[src/rtl/spi_reg_ctrl.sv]
// rtl/spi_reg_ctrl.sv - SPI command sequencer driving a simple register bus
module spi_reg_ctrl #(
  parameter logic [6:0]  ID          = 7'h2A,
  parameter int unsigned ACK_TIMEOUT = 255
) (
  input  logic       sysClk,
  input  logic       usrReset,
  input  logic       SS,
  input  logic       rxValid,
  input  logic [7:0] rx,
  output logic [7:0] tx,
  output logic [6:0] regAddr,
  output logic [7:0] regWdata,
  output logic       regWe,
  output logic       regRe,
  input  logic [7:0] regRdata,
  input  logic       regAck,
  output logic       busy,
  output logic       err
);

  typedef enum logic [2:0] {IDLE, CMD, WR_DATA, WR_BUS, RD_BUS, RD_WAIT} state_t;

  localparam logic [15:0] TMO_LIMIT = 16'(ACK_TIMEOUT);

  state_t      state;
  state_t      state_nxt;
  logic        ss_meta;
  logic        ss_sync;
  logic        ss_prev;
  logic        ss_fall;
  logic [15:0] tmo_cnt;
  logic        timeout;
  logic        ld_status;
  logic        ld_cmd;
  logic        ld_wdata;
  logic        ld_rdata;
  logic        inc_addr;
  logic        we_set;
  logic        re_set;
  logic        req_clr;
  logic        ovr;
  logic        tmo_err;
  logic        err_clr;

  // Sync flops reset low so a frame already in progress at reset is not picked up mid-way.
  always_ff @(posedge sysClk or posedge usrReset) begin
    if (usrReset) begin
      ss_meta <= 1'b0;
      ss_sync <= 1'b0;
      ss_prev <= 1'b0;
    end else begin
      ss_meta <= SS;
      ss_sync <= ss_meta;
      ss_prev <= ss_sync;
    end
  end

  assign ss_fall = ss_prev & ~ss_sync;
  assign timeout = (tmo_cnt == TMO_LIMIT);
  assign busy    = (state != IDLE);

  always_ff @(posedge sysClk or posedge usrReset) begin
    if (usrReset) state <= IDLE;
    else          state <= state_nxt;
  end

  always_comb begin
    state_nxt = state;
    ld_status = 1'b0;
    ld_cmd    = 1'b0;
    ld_wdata  = 1'b0;
    ld_rdata  = 1'b0;
    inc_addr  = 1'b0;
    we_set    = 1'b0;
    re_set    = 1'b0;
    req_clr   = 1'b0;
    ovr       = 1'b0;
    tmo_err   = 1'b0;
    err_clr   = 1'b0;
    case (state)
      IDLE: begin
        if (ss_fall) begin
          ld_status = 1'b1;
          state_nxt = CMD;
        end
      end
      CMD: begin
        if (rxValid) begin
          ld_cmd  = 1'b1;
          err_clr = 1'b1;
          if (rx[7]) begin
            re_set    = 1'b1;
            state_nxt = RD_BUS;
          end else begin
            state_nxt = WR_DATA;
          end
        end
      end
      WR_DATA: begin
        if (rxValid) begin
          ld_wdata  = 1'b1;
          we_set    = 1'b1;
          state_nxt = WR_BUS;
        end
      end
      WR_BUS: begin
        ovr = rxValid;
        if (regAck || timeout) begin
          req_clr   = 1'b1;
          inc_addr  = 1'b1;
          tmo_err   = ~regAck;
          state_nxt = WR_DATA;
        end
      end
      RD_BUS: begin
        ovr = rxValid;
        if (regAck || timeout) begin
          req_clr   = 1'b1;
          ld_rdata  = regAck;
          tmo_err   = ~regAck;
          state_nxt = RD_WAIT;
        end
      end
      RD_WAIT: begin
        if (rxValid) begin
          inc_addr  = 1'b1;
          re_set    = 1'b1;
          state_nxt = RD_BUS;
        end
      end
      default: state_nxt = IDLE;
    endcase
    // Bus states finish their handshake first; SS release only bites between bytes.
    if (ss_sync && (state_nxt == CMD || state_nxt == WR_DATA || state_nxt == RD_WAIT))
      state_nxt = IDLE;
  end

  always_ff @(posedge sysClk or posedge usrReset) begin
    if (usrReset) begin
      tx       <= 8'h00;
      regAddr  <= 7'h00;
      regWdata <= 8'h00;
      regWe    <= 1'b0;
      regRe    <= 1'b0;
      tmo_cnt  <= 16'd0;
      err      <= 1'b0;
    end else begin
      if (ld_status)     tx <= {err, ID};
      else if (ld_rdata) tx <= regRdata;

      if (ld_cmd)        regAddr <= rx[6:0];
      else if (inc_addr) regAddr <= regAddr + 7'd1;

      if (ld_wdata) regWdata <= rx;

      if (we_set)       regWe <= 1'b1;
      else if (req_clr) regWe <= 1'b0;

      if (re_set)       regRe <= 1'b1;
      else if (req_clr) regRe <= 1'b0;

      if (we_set || re_set)   tmo_cnt <= 16'd1;
      else if (regWe || regRe) tmo_cnt <= tmo_cnt + 16'd1;

      if (ovr || tmo_err) err <= 1'b1;
      else if (err_clr)   err <= 1'b0;
    end
  end

endmodule

[config.mk]
export PLATFORM = sky130hd
export DESIGN_NAME = spi_reg_ctrl
export DESIGN_NICKNAME = d
export VERILOG_FILES = /design/src/rtl/spi_reg_ctrl.sv
export SDC_FILE = /design/constraint.sdc
export NUM_CORES = 1
export LEC_CHECK = 0
export CAP_MARGIN = 20
export CORE_ASPECT_RATIO = 1.2
export CORE_MARGIN = 10
export CORE_UTILIZATION = 31
export DETAILED_ROUTE_END_ITERATION = 6
export PLACE_DENSITY = 0.6
export SETUP_SLACK_MARGIN = 0.05
export SYNTH_ARGS = -nofsm -noshare
export SYNTH_HDL_FRONTEND = slang
export SYNTH_SLANG_ARGS = --single-unit
[constraint.sdc]
create_clock -name sysClk -period 2.6 [get_ports sysClk]
set_clock_uncertainty 0.2 [all_clocks]
set_input_delay 0.52 -clock sysClk [delete_from_list [all_inputs] [get_ports sysClk]]
set_output_delay 0.52 -clock sysClk [all_outputs]
set_load 0.1 [all_outputs]
* Word level (Yosys, flattened, before mapping)
Cells that the tools add are included.
Operators by class: add/subtract/negate cells 2, equal/unequal tests 9, shift-type cells 0, bitwise operators 3, reductions and logical operators 16, $mul 0, multiplexer cells 36, $lt $le $gt $ge 0, div/mod/pow operators 0
Operators by type and width (count):
- 16-bit 2-to-1 mux | 2
- 3-bit 2-to-1 mux | 8
- 1-bit 2-to-1 mux | 19
- 3-bit one-hot mux with 6 select lines | 1
- 16-bit by 1-bit adder with 16-bit output (second input constant) | 1
- 16-bit by 8-bit == test with 1-bit output (second input constant) | 1
- 8-bit 2-to-1 mux | 2
- 7-bit 2-to-1 mux | 2
- 2-bit nonzero test | 6
- 3-bit by 2-bit == test with 1-bit output (second input constant) | 3
- 3-bit == test (second input constant) | 3
- 7-bit by 1-bit adder with 7-bit output (second input constant) | 1
- 3-bit by 1-bit == test with 1-bit output (second input constant) | 2
- 1-bit logical OR | 6
- 1-bit one-hot mux with 2 select lines | 2
- 3-bit zero test | 1
- 3-bit nonzero test | 1
- 1-bit NOT | 2
- 2-bit OR reduction | 1
- 1-bit AND | 1
- 1-bit logical AND | 1
Storage, ports and cells: memory bits (read-only) 0, register bits 48, memories kept 0, RAM bits 0, input port bits 21, latch bits 0

* Depth between registers and ports, before layout
Gate-level depths: netlist of the first run.
word-level depth 9, gate-level depth with buffers 7, gate-level depth less buffers 6

* Worst setup path before layout of the first run
No wires, ideal clock.
kind register -> register, start point register state[0], end point register tx[7], path buffers 1, library setup time 128 ps, setup slack 316 ps, data arrival time 1956 ps, stages on the path, launching flop included 6, clock period less this slack 2284 ps, required time 2272 ps, cell sequence dfrtp_1 clkbuf_1 or3_1 or2_2 nor2_1 a31oi_1
Between the ends: longest elaborated chain between the ends 3, elaborated cells between the ends (all ways) 6, those cells by class 1 x eq/ne; 3 x mux; 2 x reduce/logical
RTL lines:
- start, declared | RTL line 26 | state_t state;
- start signal, assigned | RTL line 65 | else state <= state_nxt;
- 3-bit == test or 3-bit zero test (tied branches) | RTL line 81 | case (state)
- 1-bit 2-to-1 mux | RTL line 81
- 2-bit nonzero test (no line) or 8-bit 2-to-1 mux (tied branches)
- end signal, assigned | RTL line 149 | if (ld_status) tx <= {err, ID};
- end signal, assigned | RTL line 150 | else if (ld_rdata) tx <= regRdata;
- end, declared | RTL line 11 | output logic [7:0] tx,
Parallel ways exist; a longest one is shown, timed or not. A chain may end at the register's enable or synchronous reset.

* Final worst setup path of the first run
start point register tmo_cnt[8], end point register regAddr[2]
Between the ends: longest elaborated chain between the ends 5
RTL lines:
- start, declared | RTL line 32 | logic [15:0] tmo_cnt;
- start signal, assigned | RTL line 164 | else if (regWe || regRe) tmo_cnt <= tmo_cnt + 16'd1;
- 16-bit by 8-bit == test with 1-bit output | RTL line 60 | assign timeout = (tmo_cnt == TMO_LIMIT);
- 1-bit logical OR | RTL line 109 | if (regAck || timeout) begin
- 1-bit 2-to-1 mux | RTL line 109
- 1-bit one-hot mux with 2 select lines | RTL line 81
- 2-bit nonzero test (no line)
- end signal, assigned | RTL line 152 | if (ld_cmd) regAddr <= rx[6:0];
- end signal, assigned | RTL line 153 | else if (inc_addr) regAddr <= regAddr + 7'd1;
- end, declared | RTL line 12 | output logic [6:0] regAddr,
Every way passes these cells.

==> results of run 1 <==
## cell usage in the layout (no fill, tap or decap), types with 2 or more instances in the layout
master,instances
nand2_1,35
ha_1,2
a21oi_1,15
xnor2_1,5
and2_1,2
inv_1,7
mux2_2,8
or2_2,3
clkbuf_8,5
clkdlybuf4s50_1,20
nand3b_1,2
nand3_1,11
o21ai_0,3
o21ai_1,6
nor3_1,4
buf_4,30
xor2_1,10
or4_1,2
nand4_1,5
mux2i_1,4
or3_1,2
a31oi_1,2
a21o_1,2
nor4_1,2
dfrtp_1,48
and3_1,4
nor2_1,32
## per-stage QoR
| stage | setup WS (ps) | area, µm² |
|---|---|---|
| 2_1_floorplan | 316 | 2320 |
| 3_3_place_gp | 129 | 2840 |
| 3_5_place_dp | 116 | 2840 |
| 4_1_cts | 94.0 | 2950 |
| 5_1_grt | 87.6 | 2950 |
| 6_report | 153 | 2950 |
## path summary, 6_finish.rpt
check | from | endpoint | slack, ps
worst max-delay path | tmo_cnt[8] | regAddr[2] | 150
min in group asynchronous | usrReset | tx[6] | 340
max in group asynchronous | usrReset | tmo_cnt[0] | 1340
worst min register to register | ss_meta | ss_sync | 150
worst min-delay path | ss_meta | ss_sync | 150
worst max register to register | tmo_cnt[8] | regAddr[2] | 150
## cell type report
cell class	instances	area (µm²)
timing repair buffer	51	445
fill	706	4320
clock inverter	2	35.0
sequential	48	1200
clock buffer	6	72.6
multi-input combinational	177	1050
inverter	8	30.0
tap	90	113
## metal layers
metal | share of wire | track usage | wire length (µm)
met4 | 0.012 | 0.0316 | 63
met5 | 0 | 0 | 0
met1 | 0.45 | 0.121 | 2460
met3 | 0.065 | 0.0356 | 354
met2 | 0.47 | 0.163 | 2590
## critical path, cell delays in order (launching register included)
cell,delay [ps]
dfrtp_1,430
or4_4,550
or4_1,510
o21a_2,310
mux2_1,340
nand2_1,60
## timing repair
item | in CTS | in global routing
resized for setup | 0 | 1
endpoints found under the setup margin | 0 | 1
setup buffers | 0 | 0
## logic make-up after synthesis
| family | count (synthesis) | synth area share |
|---|---|---|
| XOR/XNOR | 15 | 0.0567 |
| AO/OA/AOI/OAI | 37 | 0.101 |
| buffers and inverters | 16 | 0.0292 |
| AND/OR/NAND/NOR | 110 | 0.223 |
| adder cells (fa/ha/maj) | 2 | 0.0108 |
| flip-flops | 48 | 0.519 |
| multiplexers | 13 | 0.0610 |
## registers in the layout, summed over array words and instances (netlist names)
register  count
ss_sync       1
err           1
state         3
ss_meta       1
regWdata      8
regWe         1
tmo_cnt      16
regRe         1
tx            8
regAddr       7
ss_prev       1
==> run summary, run 1 <==
Status - finished, final reports clean
Register bit total from synthesis - 48
Startpoint type of the worst setup path - flip-flop
Tot GR Track Use - 0.100
Unique masters post-synth - 40
Nets - 314
Post-DR vias/cell - 4.88
Pin count of the biggest net entering global routing - 30
Top Ports - 48
Post-synth top cells - dfrtp_1 (48), nand2_1 (35), nor2_1 (32)
Die W - 98.9 µm
Die span in y - 115 µm
CTS tree - done
Die area - 11300 µm²
Setup violators final - 0
Top-count cell post-synth - dfrtp_1
Clock-pin slew on the worst setup and hold paths - 90 ps
Hold path cells - 0
Final Max Slew Viols - 0
Vias in the first global route - 1965
Core footprint - 7270 µm²
HPWL after DPL - 4180 µm
Initial DRT Pass Iterations - 4
R2R cell count - 5
Global-route wire length before repair - 9520 µm
Syn Nets - 264
Final hold vios - 0
MaxCap Viol Count - 0
Final hold slack - 155 ps
Initial Utilization - 0.318
Port-buffer cells - 47
Yosys warnings - 0
Drt total wl - 5470 µm
Antenna fix cells - 0
CP arrival - 2500 ps
CP Capture Type - flip-flop
DRC errors left - 0
Rel. slew slack - 0.686
Min-delay worst type - flip-flop to flip-flop
Synthesized instance count - 241
Area Growth Syn to Fin - 27.4%
Top post-synthesis cells by area - dfrtp_1 (52%), nand2_1 (5.7%), nor2_1 (5.2%)
Final Util - 0.406
Clk_lat worst skew - 300 ps
CP required - 2650 ps
Avg Inst Size Synth - 9.61 µm²
Vias - 1863
Main flop type after synthesis - dfrtp_1
Setup tns final - 0 ps
CTS Buffer Depth - 2
Ys async rst share - 1.00
Share of layout cells above drive strength 1 - 0.188
CP Class - flip-flop to flip-flop
Hold_buf cts - 0
Top-area cell type share of the netlist area - 0.519
Initial antenna violation count - 0
Drt wl/cell - 14.3 µm
Grt total ovfl - 0
Non-Filler Instances - 382
CTS root buf - clkbuf_8
Minimum period implied by the final worst setup slack - 2450 ps
DRT iter0 DRCs - 102
Clock sink count - 48
Post-synthesis sequential area ratio - 0.519
RSZ-0062 raised after global routing - no
H-Tree Level Count - 2
Cell taking the most area after synthesis - dfrtp_1
Mapped cell area - 2320 µm²
Slew @ Worst Pin - 470 ps
Inst Count DP - 374
Crit-path max FO - 11
Number of synthesized flops with an enable pin - 0
Post-route clock period utilization - 0.941
Number of placement rows - 34
Max Fclk - 0.409 GHz
Final antenna-violating net count - 0
Final Wtd Congestion - 0.767
CTS buffer count - 5
Power of run 1 is not shown: default switching activity piles up to over one toggle a cycle in this logic, so the estimate is an artifact.
==> inputs of run 2 (changes only) <==
--- a/config.mk
+++ b/config.mk
@@ -5,12 +5,14 @@
 export SDC_FILE = /design/constraint.sdc
 export NUM_CORES = 1
 export LEC_CHECK = 0
+export ABC_AREA = 1
 export CAP_MARGIN = 20
 export CORE_ASPECT_RATIO = 1.2
 export CORE_MARGIN = 10
 export CORE_UTILIZATION = 31
 export DETAILED_ROUTE_END_ITERATION = 6
-export PLACE_DENSITY = 0.6
+export PLACE_DENSITY = 0.59
+export REMOVE_ABC_BUFFERS = 1
 export SETUP_SLACK_MARGIN = 0.05
 export SYNTH_ARGS = -nofsm -noshare
 export SYNTH_HDL_FRONTEND = slang
==> run summary, run 2 <==
Largest registers - tmo_cnt (16), regWdata (8), tx (8)
Final hold vios - 0 (unchanged)
Initial Utilization - 0.320 (+0.00160)
Unique masters post-synth - 32 (-20%)
DRT iter0 DRCs - 68 (-33%)
Avg Inst Size Synth - 8.39 µm² (-13%)
Minimum period implied by the final worst setup slack - 2100 ps (-344 ps)
CP startpoint - state[0]
Drt total wl - 6020 µm (+10%)
Post-CTS setup buffers - 0 (unchanged)
Post-CTS sizing - 0 (unchanged)
Startpoint type of the worst setup path - flip-flop
Number of synthesized flops with an enable pin - 0 (unchanged)
Multi-input gate area - 1090 µm² (+3.7%)
Max reg flops - 16 (unchanged)
Post-DR vias/cell - 4.73 (-2.9%)
Post-synth top cells - nand2_1 (63), dfrtp_1 (48), inv_1 (35)
Top Ports - 48 (unchanged)
H-Tree Level Count - 2 (unchanged)
Final Util - 0.401 (-0.00477)
Main flop type after synthesis - dfrtp_1
Largest Register - tmo_cnt
Mapped cell area - 2470 µm² (+6.5%)
Setup tns final - 0 ps (unchanged)
CP arrival - 1380 ps (-1120 ps)
Pin count of the biggest net entering global routing - 49 (+63%)
Area Growth Syn to Fin - 25.3%
Rel. slew slack - 0.783 (+0.0965)
Crit path to - busy
Min-delay worst type - flip-flop to flip-flop
Port-buffer cells - 47 (unchanged)
Register area - 1200 µm² (unchanged)
Grt total ovfl - 0 (unchanged)
Nets - 371 (+18%)
Most frequent cells in the layout - nand2_1 (63), dfrtp_1 (48), inv_1 (34)
Die area - 11900 µm² (+5.2%)
Drt wl/cell - 13.7 µm (-4.7%)
DRC errors left - 0 (unchanged)
Slew @ Worst Pin - 325 ps (-145 ps)
Register bit total from synthesis - 48 (unchanged)
Worst slack, placed - 329 ps (+213 ps)
Final Max Slew Viols - 0 (unchanged)
Initial DRT Pass Iterations - 4 (unchanged)
R2r startpoint - tmo_cnt[0]
Number of placement rows - 35 (+2.9%)
Ys async rst share - 1.00 (unchanged)
Final Wtd Congestion - 0.800 (+4.3%)
Hold_buf cts - 0 (unchanged)
Initial antenna violation count - 0 (unchanged)
CTS root buf - clkbuf_8
Die span in y - 118 µm (+2.6%)
Tot GR Track Use - 0.104 (+0.00369)
Crit-path max FO - 4 (-7)
HPWL after DPL - 4560 µm (+9.2%)
CP Class - flip-flop to primary output
Post-route clock period utilization - 0.809 (-0.132)
Fillers - 799 (+13%)
Global-route wire length before repair - 10300 µm (+8.5%)
Setup violators final - 0 (unchanged)
Antenna fix cells - 0 (unchanged)
RSZ-0062 raised after global routing - no
Post-synthesis sequential area ratio - 0.487 (-0.0316)
CP Capture Type - primary output
Die W - 101 µm (+2.5%)
Most common cell after layout, fill and taps aside - nand2_1
Vias - 2088 (+12%)
FF-to-FF End - tmo_cnt[12]
Max Fclk - 0.476 GHz (+16%)
Top-area cell type share of the netlist area - 0.487 (-0.0316)
Top post-synthesis cells by area - dfrtp_1 (49%), nand2_1 (9.6%), inv_1 (5.3%)
R2R cell count - 8 (+3)
MaxCap Viol Count - 0 (unchanged)
Clock sink count - 48 (unchanged)
Vias in the first global route - 2160 (+9.9%)
Synthesized instance count - 294 (+22%)
Yosys warnings - 0 (unchanged)
CTS tree - done
Share of layout cells above drive strength 1 - 0.212 (+0.0237)
Clock-pin slew on the worst setup and hold paths - 90 ps (about the same)
FF-to-FF setup slack - 700 ps (+550 ps)
CP required - 1880 ps (-770 ps)
Top-count cell post-synth - nand2_1
Clk_lat worst skew - 300 ps (about the same)
CTS buffer count - 5 (unchanged)
Status - finished, final reports clean
Final worst setup slack - 498 ps (+344 ps)
Cell taking the most area after synthesis - dfrtp_1
CTS Buffer Depth - 2 (unchanged)
Final antenna-violating net count - 0 (unchanged)
Core footprint - 7710 µm² (+6.0%)
run 2: per-layer routing:
layer / part of all wire / global-route usage / wire [µm] / vias up
li1: - / - / - / 1059
met1: 0.42 / 0.118 / 2560 / 984
met2: 0.52 / 0.179 / 3130 / 40
met3: 0.046 / 0.0311 / 276 / 5
met4: 0.010 / 0.0340 / 63 / 0
met5: 0 / 0 / 0 / -
run 2: kinds of logic after synthesis:
group	after synthesis	share of synthesized area
simple gates	153	0.311
xor+xnor	4	0.0142
buf+inv	43	0.0695
fa+ha+maj	2	0.0101
compound gates	39	0.0857
flops	48	0.487
mux	5	0.0228
run 2: stage by stage:
step / hold WS [ps] / cell area (µm²) / std cells
5_1_grt: 178 / 3090 / 441
2_1_floorplan: 131 / 2440 / 291
4_1_cts: 164 / 3090 / 441
3_3_place_gp: 134 / 3000 / 433
3_5_place_dp: 141 / 3000 / 433
6_report: 160 / 3090 / 441
run 2: cell type report:
class,instances,share of cell area
clock buffer,5,0.0223
clock inverter,3,0.00769
inverter,40,0.0486
multi-input combinational,203,0.354
sequential,48,0.389
tap,92,0.0372
timing repair buffer,50,0.142
run 2: how the worst min path moves through the flow:
| stage | start | endpoint | cells after the start |
|---|---|---|---|
| after floorplan | ss_meta | ss_sync | 0 |
| after global placement | ss_meta | ss_sync | 0 |
| after detailed placement | ss_meta | ss_sync | 0 |
| after CTS | ss_meta | ss_sync | 0 |
| after global routing | ss_meta | ss_sync | 0 |
| final | ss_meta | ss_sync | 0 |
run 2: critical path, stage by stage, from the launching register on:
cell     delay, ps
dfrtp_1        470
inv_1          150
nand3_1        140
buf_4          310
Power of run 2 is left out for the same reason.
==> inputs of run 3 (changes only) <==
--- a/config.mk
+++ b/config.mk
@@ -11,7 +11,7 @@
 export CORE_MARGIN = 10
 export CORE_UTILIZATION = 31
 export DETAILED_ROUTE_END_ITERATION = 6
-export PLACE_DENSITY = 0.59
+export PLACE_DENSITY = 0.61
 export REMOVE_ABC_BUFFERS = 1
 export SETUP_SLACK_MARGIN = 0.05
 export SYNTH_ARGS = -nofsm -noshare
==> constraint.sdc (replaced) <==
create_clock -name sysClk -period 1.9 [get_ports sysClk]
set_clock_uncertainty 0.2 [all_clocks]
set_input_delay 0.38 -clock sysClk [delete_from_list [all_inputs] [get_ports sysClk]]
set_output_delay 0.38 -clock sysClk [all_outputs]
set_load 0.1 [all_outputs]
==> run summary, run 3 (synthesis gave the netlist of run 2 again) <==
Status - finished, final reports clean
Startpoint type of the worst setup path - flip-flop
Multi-input gate area - 1150 µm² (+5.5%)
Register area - 1200 µm² (+0.31%)
Minimum period implied by the final worst setup slack - 1780 ps
Final hold slack - 158 ps (-1.59 ps)
Initial antenna violation count - 0 (unchanged)
Net Sw Frac - 0.518
Setup tns final - 0 ps (unchanged)
Most frequent cells in the layout - nand2_1 (62), dfrtp_1 (45), inv_1 (32)
Largest registers - tmo_cnt (16), regWdata (8), tx (8)
Final Max Slew Viols - 0 (unchanged)
Port-buffer cells - 47 (unchanged)
Most common cell after layout, fill and taps aside - nand2_1
Global-route wire length before repair - 10700 µm (+3.5%)
Tot GR Track Use - 0.108 (+0.00334)
HPWL after DPL - 4660 µm (+2.2%)
Internal Power - 0.00350 W
Clock-pin slew on the worst setup and hold paths - 90 ps (about the same)
Fillers - 722 (-9.6%)
CP Class - flip-flop to flip-flop
Gate power share - 0.646
Die area - 11900 µm² (unchanged)
CTS tree - done
Lkg Pwr - 1.72 nW
H-Tree Level Count - 2 (unchanged)
Vias - 2190 (+4.9%)
Crit-path max FO - 4 (unchanged)
CTS buffer count - 5 (unchanged)
Metal3 WL - 365 µm (+32%)
DRC errors left - 0 (unchanged)
Uppermost layer routed - met4
MaxCap Viol Count - 0 (unchanged)
Core footprint - 7710 µm² (unchanged)
Final hold vios - 0 (unchanged)
CTS root buf - clkbuf_8
Design area - 3700 µm² (+20%)
Vias in the first global route - 2275 (+5.3%)
Grt total ovfl - 0 (unchanged)
Final worst setup slack - 125 ps (-373 ps)
CP required - 1920 ps (+40 ps)
Share of layout cells above drive strength 1 - 0.279 (+0.0671)
Antenna fix cells - 0 (unchanged)
Number of placement rows - 35 (unchanged)
Power per cell area - 1970 nW/µm²
CP Capture Type - flip-flop
Post-route clock period utilization - 0.934
Initial Utilization - 0.320 (unchanged)
DRT iter0 DRCs - 89 (+31%)
Max Fclk - 0.563 GHz
RSZ-0062 raised after global routing - yes
Drt total wl - 6290 µm (+4.4%)
Max VDD drop - 1380 µV
Die W - 101 µm (unchanged)
Met2 routed WL - 3270 µm (+4.7%)
Setup violators final - 0 (unchanged)
CP arrival - 1800 ps (+420 ps)
Die span in y - 118 µm (unchanged)
Final Util - 0.480 (+0.0786)
Initial DRT Pass Iterations - 6 (+2)
NetSw - 0.00376 W
Final antenna-violating net count - 0 (unchanged)
Clk network pwr share - 0.109
Final Wtd Congestion - 0.875 (+9.4%)
CTS Buffer Depth - 2 (unchanged)
WL met1 - 2560 µm (+0.35%)
Hold_buf cts - 0 (unchanged)
Max reg flops - 16 (unchanged)
Nets - 391 (+5.4%)
Min-delay worst type - flip-flop to flip-flop
Sequential power share - 0.245
Top Ports - 48 (unchanged)
Clk_lat worst skew - 300 ps (about the same)
Pin count of the biggest net entering global routing - 49 (unchanged)
Post-DR vias/cell - 4.75 (+0.33%)
Rel. slew slack - 0.785 (+0.00192)
Worst slack, placed - -84.4 ps (-414 ps)
Area Growth Syn to Fin - 49.9%
Largest Register - tmo_cnt
Slew @ Worst Pin - 322 ps (-3.28 ps)
Drt wl/cell - 13.6 µm (about the same)
Placed inst area - 3440 µm² (+15%)
Clock sink count - 48 (unchanged)
==> run 3: cell types whose count changed in the layout (fill, tap and decap cells not counted), moves of 3 or more <==
cell	delta
buf_12	+29
buf_4	-9
dfrtp_1	-3
dfrtp_2	+3
nor2_2	-3
nor2_4	+3
==> run 3: what timing repair did <==
action                                  in CTS  in global routing
hold endpoints to repair                     0                  0
buffers inserted                             0                  8
gates resized for setup                      2                 14
endpoints found under the setup margin       3                 13
pin swaps                                    0                  7
gates cloned                                 0                  0
==> run 3: layout make-up <==
| class | count | share of cell area |
|---|---|---|
| inverter | 40 | 0.0406 |
| tap | 92 | 0.0311 |
| timing repair buffer | 70 | 0.257 |
| clock inverter | 2 | 0.0105 |
| multi-input combinational | 203 | 0.312 |
| sequential | 48 | 0.326 |
| clock buffer | 6 | 0.0223 |
==> run 3: worst max-delay path, stage by stage (launching register included) <==
cell and delay, ps:
dfrtp_1 430, ha_4 170, nand3_4 100, nor2_4 110, nand2_2 80, nor3_4 250, buf_4 160, o21ai_0 80
a21oi_1 120
==> run 3: path summary, 6_finish.rpt <==
| kind | cells after the start | end | from | slack [ps] |
|---|---|---|---|---|
| worst min-delay path | 0 | ss_sync | ss_meta | 160 |
| worst max register to register | 8 | tmo_cnt[10] | tmo_cnt[0] | 120 |
| min in group asynchronous | 3 | tx[4] | usrReset | 230 |
| worst min register to register | 0 | ss_sync | ss_meta | 160 |
| max in group asynchronous | 3 | tmo_cnt[2] | usrReset | 1020 |
| worst max-delay path | 8 | tmo_cnt[10] | tmo_cnt[0] | 120 |
==> run 3: per-layer routing <==
metal	GRT usage	vias to the layer above
li1	-	1096
met1	0.125	1047
met2	0.180	39
met3	0.0393	8
met4	0.0279	0
met5	0	-
==> run 3: power groups by stage <==
stage	clock, W	combinational (W)	sequential, W
4_1_cts	0.000813	0.00461	0.00176
5_1_grt	0.000851	0.00497	0.00183
3_3_place_gp	0	0.00455	0.00176
3_5_place_dp	0	0.00460	0.00177
2_1_floorplan	0	0.00114	0.00341
6_report	0.000793	0.00469	0.00178
==> run 3: metrics by stage <==
step | instances | power [W]
floorplan | 291 | 0.00455
global placement | 445 | 0.00631
detailed placement | 445 | 0.00637
CTS | 453 | 0.00719
global route | 461 | 0.00766
finish | 461 | 0.00727
No activity file was read; power rests on OpenSTA's default activity.
